### config.mk
export PLATFORM = sky130hd
export DESIGN_NAME = dma_channel
export DESIGN_NICKNAME = d
export VERILOG_FILES = /design/src/rtl/dma_channel.sv
export SDC_FILE = /design/constraint.sdc
export NUM_CORES = 1
export LEC_CHECK = 0
export ABC_CLOCK_PERIOD_IN_PS = 8700
export CAP_MARGIN = 0
export CORE_MARGIN = 1.5
export CORE_UTILIZATION = 56
export CTS_CLUSTER_DIAMETER = 60
export DETAILED_ROUTE_END_ITERATION = 6
export PLACE_DENSITY = 0.89
export SETUP_SLACK_MARGIN = 0.4
export SLEW_MARGIN = 0
export SYNTH_ARGS = -nofsm -noshare
export SYNTH_HDL_FRONTEND = slang
export SYNTH_SLANG_ARGS = --single-unit
### constraint.sdc
create_clock -name clk -period 8.7 [get_ports clk]
set_input_delay 1.74 -clock clk [delete_from_list [all_inputs] [get_ports clk]]
set_output_delay 1.74 -clock clk [all_outputs]
set_load 0.01 [all_outputs]
### src/rtl/dma_channel.sv
// Single-channel DMA initiator: copies halfword/word units from a source to a
// destination address, one bus read then one bus write per unit, with req/gnt arbitration.
module dma_channel #(
    parameter int COUNT_W = 16
) (
    input  logic               clk,
    input  logic               rst_n,
    input  logic               start,
    input  logic               abort,
    input  logic [31:0]        cfg_src,
    input  logic [31:0]        cfg_dst,
    input  logic [COUNT_W-1:0] cfg_count,
    input  logic               cfg_word,
    input  logic [1:0]         cfg_src_ctl,
    input  logic [1:0]         cfg_dst_ctl,
    output logic               bus_req,
    input  logic               bus_gnt,
    output logic [31:0]        bus_addr,
    output logic [31:0]        bus_wdata,
    input  logic [31:0]        bus_rdata,
    output logic [1:0]         bus_width,
    output logic               bus_read,
    output logic               bus_write,
    input  logic               bus_ok,
    output logic               busy,
    output logic               done
);

    typedef enum logic [2:0] {
        ST_IDLE  = 3'd0,
        ST_REQ   = 3'd1,
        ST_READ  = 3'd2,
        ST_WRITE = 3'd3,
        ST_DONE  = 3'd4
    } state_t;

    localparam logic [COUNT_W:0] LAST_UNIT  = {{COUNT_W{1'b0}}, 1'b1};
    localparam logic [COUNT_W:0] FULL_COUNT = {1'b1, {COUNT_W{1'b0}}};

    state_t             state_r;
    logic [31:0]        src_r;
    logic [31:0]        dst_r;
    logic [COUNT_W:0]   remain_r;
    logic               word_r;
    logic [1:0]         src_ctl_r;
    logic [1:0]         dst_ctl_r;
    logic [31:0]        src_step_s;
    logic [31:0]        dst_step_s;

    function automatic logic [31:0] align_addr(input logic [31:0] addr, input logic word);
        return addr & (word ? 32'hFFFF_FFFC : 32'hFFFF_FFFE);
    endfunction

    // Control 2'b11 deliberately behaves like increment; arithmetic wraps modulo 2^32.
    function automatic logic [31:0] step_addr(input logic [31:0] addr, input logic [1:0] ctl,
                                              input logic word);
        logic [31:0] step;
        step = word ? 32'd4 : 32'd2;
        case (ctl)
            2'b01:   return addr - step;
            2'b10:   return addr;
            default: return addr + step;
        endcase
    endfunction

    assign src_step_s = step_addr(src_r, src_ctl_r, word_r);
    assign dst_step_s = step_addr(dst_r, dst_ctl_r, word_r);

    // Transfer FSM with all bus/status outputs registered alongside the state.
    always_ff @(posedge clk) begin
        if (!rst_n) begin
            state_r   <= ST_IDLE;
            src_r     <= 32'h0000_0000;
            dst_r     <= 32'h0000_0000;
            remain_r  <= {(COUNT_W+1){1'b0}};
            word_r    <= 1'b1;
            src_ctl_r <= 2'b00;
            dst_ctl_r <= 2'b00;
            bus_req   <= 1'b0;
            bus_read  <= 1'b0;
            bus_write <= 1'b0;
            bus_addr  <= 32'h0000_0000;
            bus_wdata <= 32'h0000_0000;
            bus_width <= 2'h2;
            busy      <= 1'b0;
            done      <= 1'b0;
        end else if (abort && (state_r != ST_IDLE)) begin
            state_r   <= ST_IDLE;
            bus_req   <= 1'b0;
            bus_read  <= 1'b0;
            bus_write <= 1'b0;
            busy      <= 1'b0;
            done      <= 1'b0;
        end else begin
            case (state_r)
                ST_IDLE: begin
                    if (start) begin
                        state_r   <= ST_REQ;
                        src_r     <= align_addr(cfg_src, cfg_word);
                        dst_r     <= align_addr(cfg_dst, cfg_word);
                        remain_r  <= (cfg_count == {COUNT_W{1'b0}}) ? FULL_COUNT
                                                                    : {1'b0, cfg_count};
                        word_r    <= cfg_word;
                        src_ctl_r <= cfg_src_ctl;
                        dst_ctl_r <= cfg_dst_ctl;
                        bus_width <= cfg_word ? 2'h2 : 2'h1;
                        bus_req   <= 1'b1;
                        busy      <= 1'b1;
                    end
                end
                ST_REQ: begin
                    if (bus_gnt) begin
                        state_r  <= ST_READ;
                        bus_read <= 1'b1;
                        bus_addr <= src_r;
                    end
                end
                ST_READ: begin
                    if (bus_ok) begin
                        state_r   <= ST_WRITE;
                        bus_read  <= 1'b0;
                        bus_write <= 1'b1;
                        bus_addr  <= dst_r;
                        bus_wdata <= word_r ? bus_rdata : {bus_rdata[15:0], bus_rdata[15:0]};
                    end
                end
                ST_WRITE: begin
                    // Grant is only re-checked here, so a read/write pair is never split.
                    if (bus_ok) begin
                        bus_write <= 1'b0;
                        src_r     <= src_step_s;
                        dst_r     <= dst_step_s;
                        remain_r  <= remain_r - LAST_UNIT;
                        if (remain_r == LAST_UNIT) begin
                            state_r <= ST_DONE;
                            bus_req <= 1'b0;
                            done    <= 1'b1;
                        end else if (bus_gnt) begin
                            state_r  <= ST_READ;
                            bus_read <= 1'b1;
                            bus_addr <= src_step_s;
                        end else begin
                            state_r <= ST_REQ;
                        end
                    end
                end
                ST_DONE: begin
                    state_r <= ST_IDLE;
                    done    <= 1'b0;
                    busy    <= 1'b0;
                end
                default: begin
                    state_r   <= ST_IDLE;
                    bus_req   <= 1'b0;
                    bus_read  <= 1'b0;
                    bus_write <= 1'b0;
                    busy      <= 1'b0;
                    done      <= 1'b0;
                end
            endcase
        end
    end

endmodule

==> flow_summary.toml, run 1 <==
[critical_path]
reg2reg_from = "src_ctl_r[1]"
crit_end = "bus_addr[22]"
r2r_slack_ns = 3.83
start_kind = "register"
critical_path.cell_chain = "nand2b_1 > buf_4 > nor2_1 > ha_1 > nor2b_1 > o211ai_1 > a222oi_1 > a21o_2 > a31o_4 > mux2i_1 > o21ai_0 > a211o_1 > o21ai_0"
reg2regPathDepth = 13
critPathRequiredTime_ns = 9.07
critPathMaxFanout = 40
critical_path_class = "reg -> reg"
endpoint_kind = "register"
startpoint = "src_ctl_r[1]"
crit_slowest_cell = "dfxtp_1"
max_stage_delay_ns = 0.82
worstReg2RegEnd = "bus_addr[22]"
cp_data_arrival_time_ns = 5.24
crit_top_cell = "o21ai_0"

[sta]
setup_viol = 0
setup_slack_ns = 3.83
setup_tns_ns = 0
maxSlewHeadroom = 0.240
rsz0062_at_grt = "no"
fmax_mhz = 205
slew_viol_final = 0
finalCriticalPeriod_ns = 4.87
fin_skew_ns = 0.00925
finalHoldViolations = 0
worstMarginPinSlew_ns = 1.14
finalCritPeriodShare = 0.560

[cts]
clock_path_buffers = 2
cts_resized = 0
cts_htree_levels = 4
cts_tree = "yes"
numClockSinks = 156
clk_pin_slew_worst_paths_ns = 0.07
post_cts_buffers = 0
tritoncts.num_buffers = 17
worstSkewPairLatency_ns = 0.45
postCtsHoldBufs = 0
cts_root_buf = "clkbuf_16"

[pwr]
ir_worst_vdd_v = 0.000163
power.internal_mw = 1.55
p_leak_nw = 5.13
switching_share = 0.389
power_frac_clock = 0.311
p_sw_mw = 0.985
cellPowerDensity_nw_per_um2 = 187
fin_total_pwr_mw = 2.53
combPwrFrac = 0.335
seq_power_share = 0.354

[floorplanning]
core_um2 = 19400
initial_core_util = 0.570
die_area_um2 = 20600
die_h_um = 143
die_w_um = 143
io_pins = 194
num_rows = 51

[logic_synthesis]
synth-edff-count = 0
synthDistinctLibCells = 84
async_flop_share = 0
ys_ff_latch = 156
synth_cells = 1538
netlist_area_um2 = 11000
synth_warnings = 0
syn_avg_cell_area_um2 = 7.18
synth_ff_type = "dfxtp_1"
synthesis.nets = 1698
synth_seq_area_share = 0.283

[routing]
vias = 12500
drtIter0Drc = 1621
avgViaCountPerCell = 6.55
wirelength_um = 37200
post_drt_wl_per_cell_um = 19.5
drc = 8
antenna_left = 0
dr.pass1.iters = 7

[placed_design]
gp_congestion = 0.953
post-place-ws_ns = 3.67
portBuffers = 190
dp.cells = 1878
place_hpwl_um = 25200
place_area_um2 = 12900

[global_route]
grt.total_usage = 0.355
antenna_found_initial = 0
grt_max_degree = 98
overflow = 0
grt_pass1_vias = 11200
grt_pass1_wl_um = 58000

[job]
maxCapViolations = 0

[layout]
final_cell_area_um2 = 13600
finalNetCount = 1792
layout.cells.non_filler = 1910
antenna_cells = 0
fillers = 1638
layout-drive-gt1-share = 0.0523
area_growth_pct = 22.7

[outcome]
violations = "DRC"
status = "finished, violations left"

[min_path]
min_path_type = "reg -> reg"
## placed cells by master (no fill, tap or decap), types with 21 or more instances in the layout
cell,netlist,layout
a21o_1,21,21
a211oi_1,23,23
mux2i_1,33,33
ha_1,37,37
a21oi_1,165,163
o21ai_0,111,111
nand2_1,194,193
nor3_1,41,41
nand3_1,37,37
nor4_1,24,24
inv_1,26,26
nand4_1,22,22
a31oi_1,27,27
clkdlybuf4s50_1,0,190
dfxtp_1,156,155
xnor2_1,23,23
nor2_1,161,160
## kinds of logic after synthesis
kind of cell / after synthesis / synth area share
muxes: 37 / 0.0340
buffers and inverters: 160 / 0.0567
other: 1 / 0.000339
AOI/OAI and AO/OA: 538 / 0.314
xor gates and xnor gates: 34 / 0.0270
and+or+nand+nor: 575 / 0.243
DFF: 156 / 0.283
adders and majority gates: 37 / 0.0419
## registers in the layout, summed over array words and instances (netlist names)
register,cells
bus_wdata,32
bus_addr,31
dst_r,31
src_r,31
remain_r,17
state_r,3
dst_ctl_r,2
src_ctl_r,2
bus_read,1
bus_req,1
bus_width,1
bus_write,1
busy,1
done,1
word_r,1
## power groups by stage
stage / clock network [mW] / logic, mW / registers, mW
finish: 0.789 / 0.849 / 0.896
global route: 0.815 / 0.926 / 0.903
CTS: 0.788 / 0.829 / 0.889
detailed placement: 0 / 0.820 / 0.905
global placement: 0 / 0.803 / 0.901
floorplan: 0 / 0.588 / 0.857
## how the worst min path moves through the flow
stage | cells after the start | end | startpoint
2_1_floorplan | 2 | dst_ctl_r[0] | dst_ctl_r[0]
3_3_place_gp | 2 | bus_wdata[4] | bus_wdata[4]
3_5_place_dp | 2 | bus_wdata[1] | bus_wdata[1]
4_1_cts | 2 | bus_addr[1] | bus_addr[1]
5_1_grt | 2 | bus_wdata[9] | bus_wdata[9]
6_report | 2 | bus_addr[1] | bus_addr[1]
## layer usage
metal	global-route usage	wire length (um)
met5	0	0
met4	0.155	1330
met3	0.0770	4130
met2	0.549	16900
met1	0.475	14800
## Yosys cell counts, drive strengths merged, types with 6 or more instances
master | n | area [um2]
a311oi | 14 | 123
xnor2 | 23 | 201
or4 | 9 | 71.3
o22ai | 16 | 100
o31ai | 19 | 143
nand3 | 37 | 185
nand2 | 194 | 728
inv | 26 | 97.6
ha | 37 | 463
and2 | 14 | 88.8
nor2 | 161 | 604
and4 | 6 | 52.6
dfxtp | 156 | 3120
or3 | 21 | 133
o21ai | 112 | 561
a221oi | 7 | 61.3
nor4 | 25 | 163
o221ai | 6 | 52.6
nor3 | 41 | 205
clkbuf | 112 | 420
nand4 | 22 | 138
and3 | 10 | 62.6
a31oi | 28 | 190
xor2 | 11 | 96.3
buf | 20 | 101
nand2b | 9 | 56.3
a211oi | 23 | 173
a21oi | 165 | 826
mux2i | 33 | 330
or2 | 7 | 43.8
o211ai | 18 | 135
o21a | 16 | 120
a22oi | 17 | 128
a21o | 22 | 166
## layout make-up
cell class              instances  area (um2)  area share
clock buffers                  17         425      0.0314
repair buffers                207        2030       0.150
well taps                     265         332      0.0245
multi-input cells            1222        7340       0.542
inverters                      28         106     0.00785
clock inverters                15         190      0.0140
flip-flops and latches        156        3120       0.231
## per-stage QoR
stage,util,hold slack (ns)
after floorplan,-,0.445
after global placement,0.667,0.441
after detailed placement,0.667,0.451
after CTS,0.699,0.463
after global routing,0.699,0.481
final,0.699,0.459
## worst max-delay path, delay by kind of cell, from the launching register on
family	cells	cell delay, ns
muxes	1	0.42
buffers and inverters	1	0.39
AOI/OAI and AO/OA	7	2.11
and+or+nand+nor	3	0.71
DFF	1	0.82
adders and majority gates	1	0.34
(Power assumes the default switching activity.)
==> run 2, diff against run 1 <==
Settings changed: ABC_CLOCK_PERIOD_IN_PS 8700 to 4600, CORE_UTILIZATION 56 to 54, PLACE_DENSITY 0.89 to 0.86.
Clock period 8.7 ns to 4.6 ns, I/O delays scaled along.
==> run 2 against run 1 <==
  * Sequential share of layout area is 0.18 points lower
  * Sequential power increased by 88%
  * Maximum frequency rose by 23%
  * Largest power group unchanged
  * Final cell count is 0.73% higher
  * The flow now finishes without violations
  * Non-clock buffer count increased by 9
  * Clock skew is 0.0010 ns lower
  * Via count shrank 0.37%
  * Critical path depth is 1 lower
  * First-iteration DRC count increased by 3.0%
  * Highest routed layer unchanged
  * Critical endpoint is now dst_r[31]
  * Hold slack lost 0.0050 ns
  * Critical path type unchanged
==> flow_summary.toml, run 2 (same netlist as run 1, synthesis figures left out) <==
[pwr]
cellPowerDensity_nw_per_um2 = 350
p_leak_nw = 5.18
fin_total_pwr_mw = 4.78
ir_worst_vdd_v = 0.000273

[global_route]
grt_max_degree = 70
grt.total_usage = 0.343
grt_pass1_wl_um = 59300
overflow = 0
grt_pass1_vias = 11300
antenna_found_initial = 0

[layout]
area_growth_pct = 23.6
multiInputGateArea_um2 = 7360
seq_area_um2 = 3120
fillers = 1768
top_register = "bus_wdata"
layout_common_cells = "193 x nand2_1, 190 x clkdlybuf4s50_1, 163 x a21oi_1, 160 x nor2_1, 155 x dfxtp_1"
largest_register_ffs = 32
finalNetCount = 1801
layout.cells.most_common = "nand2_1"
antenna_cells = 0
layout-drive-gt1-share = 0.0586

[routing]
drtIter0Drc = 1669
antenna_left = 0
vias = 12500
dr.pass1.iters = 6
post_drt_wl_per_cell_um = 19.7
avgViaCountPerCell = 6.48
wirelength_um = 37800
drc = 0

[sta]
setup_tns_ns = 0
rsz0062_at_grt = "no"
fin_skew_ns = 0.00821
setup_viol = 0
finalHoldViolations = 0
finalCritPeriodShare = 0.864
maxSlewHeadroom = 0.342
slew_viol_final = 0
worstMarginPinSlew_ns = 0.983
fmax_mhz = 252
finalCriticalPeriod_ns = 3.97

[cts]
post_cts_buffers = 0
cts_htree_levels = 4
clk_pin_slew_worst_paths_ns = 0.07
tritoncts.num_buffers = 17
cts_root_buf = "clkbuf_16"
cts_tree = "yes"
worstSkewPairLatency_ns = 0.45
numClockSinks = 156
clock_path_buffers = 2

[floorplanning]
die_h_um = 146
die_w_um = 146
die_area_um2 = 21300
io_pins = 194
core_um2 = 20200
num_rows = 52
initial_core_util = 0.548

[critical_path]
start_kind = "register"
critical_path_class = "reg -> reg"
critPathMaxFanout = 9
cp_data_arrival_time_ns = 4.30
r2r_slack_ns = 0.63
critPathRequiredTime_ns = 4.93
endpoint_kind = "register"

[job]
maxCapViolations = 0

[placed_design]
gp_congestion = 0.967
portBuffers = 190
place_hpwl_um = 26000

[outcome]
status = "finished clean"

[min_path]
min_path_type = "reg -> reg"
-- run 2: power by group --
group	leakage, nW	switching, mW	internal (mW)	total, mW
Clock	0.282	0.722	0.732	1.45
Sequential	1.28	0.191	1.49	1.68
Combinational	3.62	0.980	0.664	1.64
Total	5.18	1.89	2.89	4.78
-- run 2: area by class of cell --
class                           count  area share
Timing Repair Buffer              216       0.156
Clock buffer                       17      0.0311
Multi-Input combinational cell   1222       0.539
Tap cell                          270      0.0247
Clock inverter                     15      0.0126
Sequential cell                   156       0.229
Inverter                           28     0.00779
-- run 2: worst paths after layout --
path / startpoint / to / depth (start not counted)
hold / removal: bus_wdata[2] / bus_wdata[2] / 2
setup reg to reg: dst_ctl_r[1] / dst_r[31] / 12
hold reg to reg: bus_wdata[2] / bus_wdata[2] / 2
setup / recovery: dst_ctl_r[1] / dst_r[31] / 12
-- run 2: routing by layer --
metal	GRT usage	wire length, um
met2	0.523	16700
met1	0.471	15600
met4	0.150	1370
met5	0	0
met3	0.0713	4160
-- run 2: repair_timing --
| item | in CTS | in global routing |
|---|---|---|
| hold buffers | 0 | 0 |
| endpoints found under the setup margin | 0 | 2 |
| gates resized for setup | 0 | 2 |
-- run 2: stage by stage --
| step | setup WS, ns | hold WS (ns) | cell area [um2] | util | instances |
|---|---|---|---|---|---|
| after floorplan | 0.416 | 0.445 | 11000 | - | 1538 |
| after global placement | 0.654 | 0.441 | 13000 | 0.647 | 1892 |
| after detailed placement | 0.609 | 0.446 | 13000 | 0.647 | 1892 |
| after CTS | 0.555 | 0.457 | 13600 | 0.677 | 1924 |
| after global routing | 0.462 | 0.480 | 13700 | 0.677 | 1924 |
| final | 0.625 | 0.454 | 13700 | 0.677 | 1924 |
-- run 2: worst max-delay path: stages, from the launching register on --
cell	delay, ns
dfxtp_1	0.34
nand2b_1	0.30
inv_1	0.26
ha_1	0.42
a211o_1	0.30
a221o_1	0.29
a41o_1	0.26
o21ai_0	0.44
a31oi_2	0.27
a221oi_2	0.52
nor4_1	0.10
o31ai_1	0.25
a21oi_1	0.09
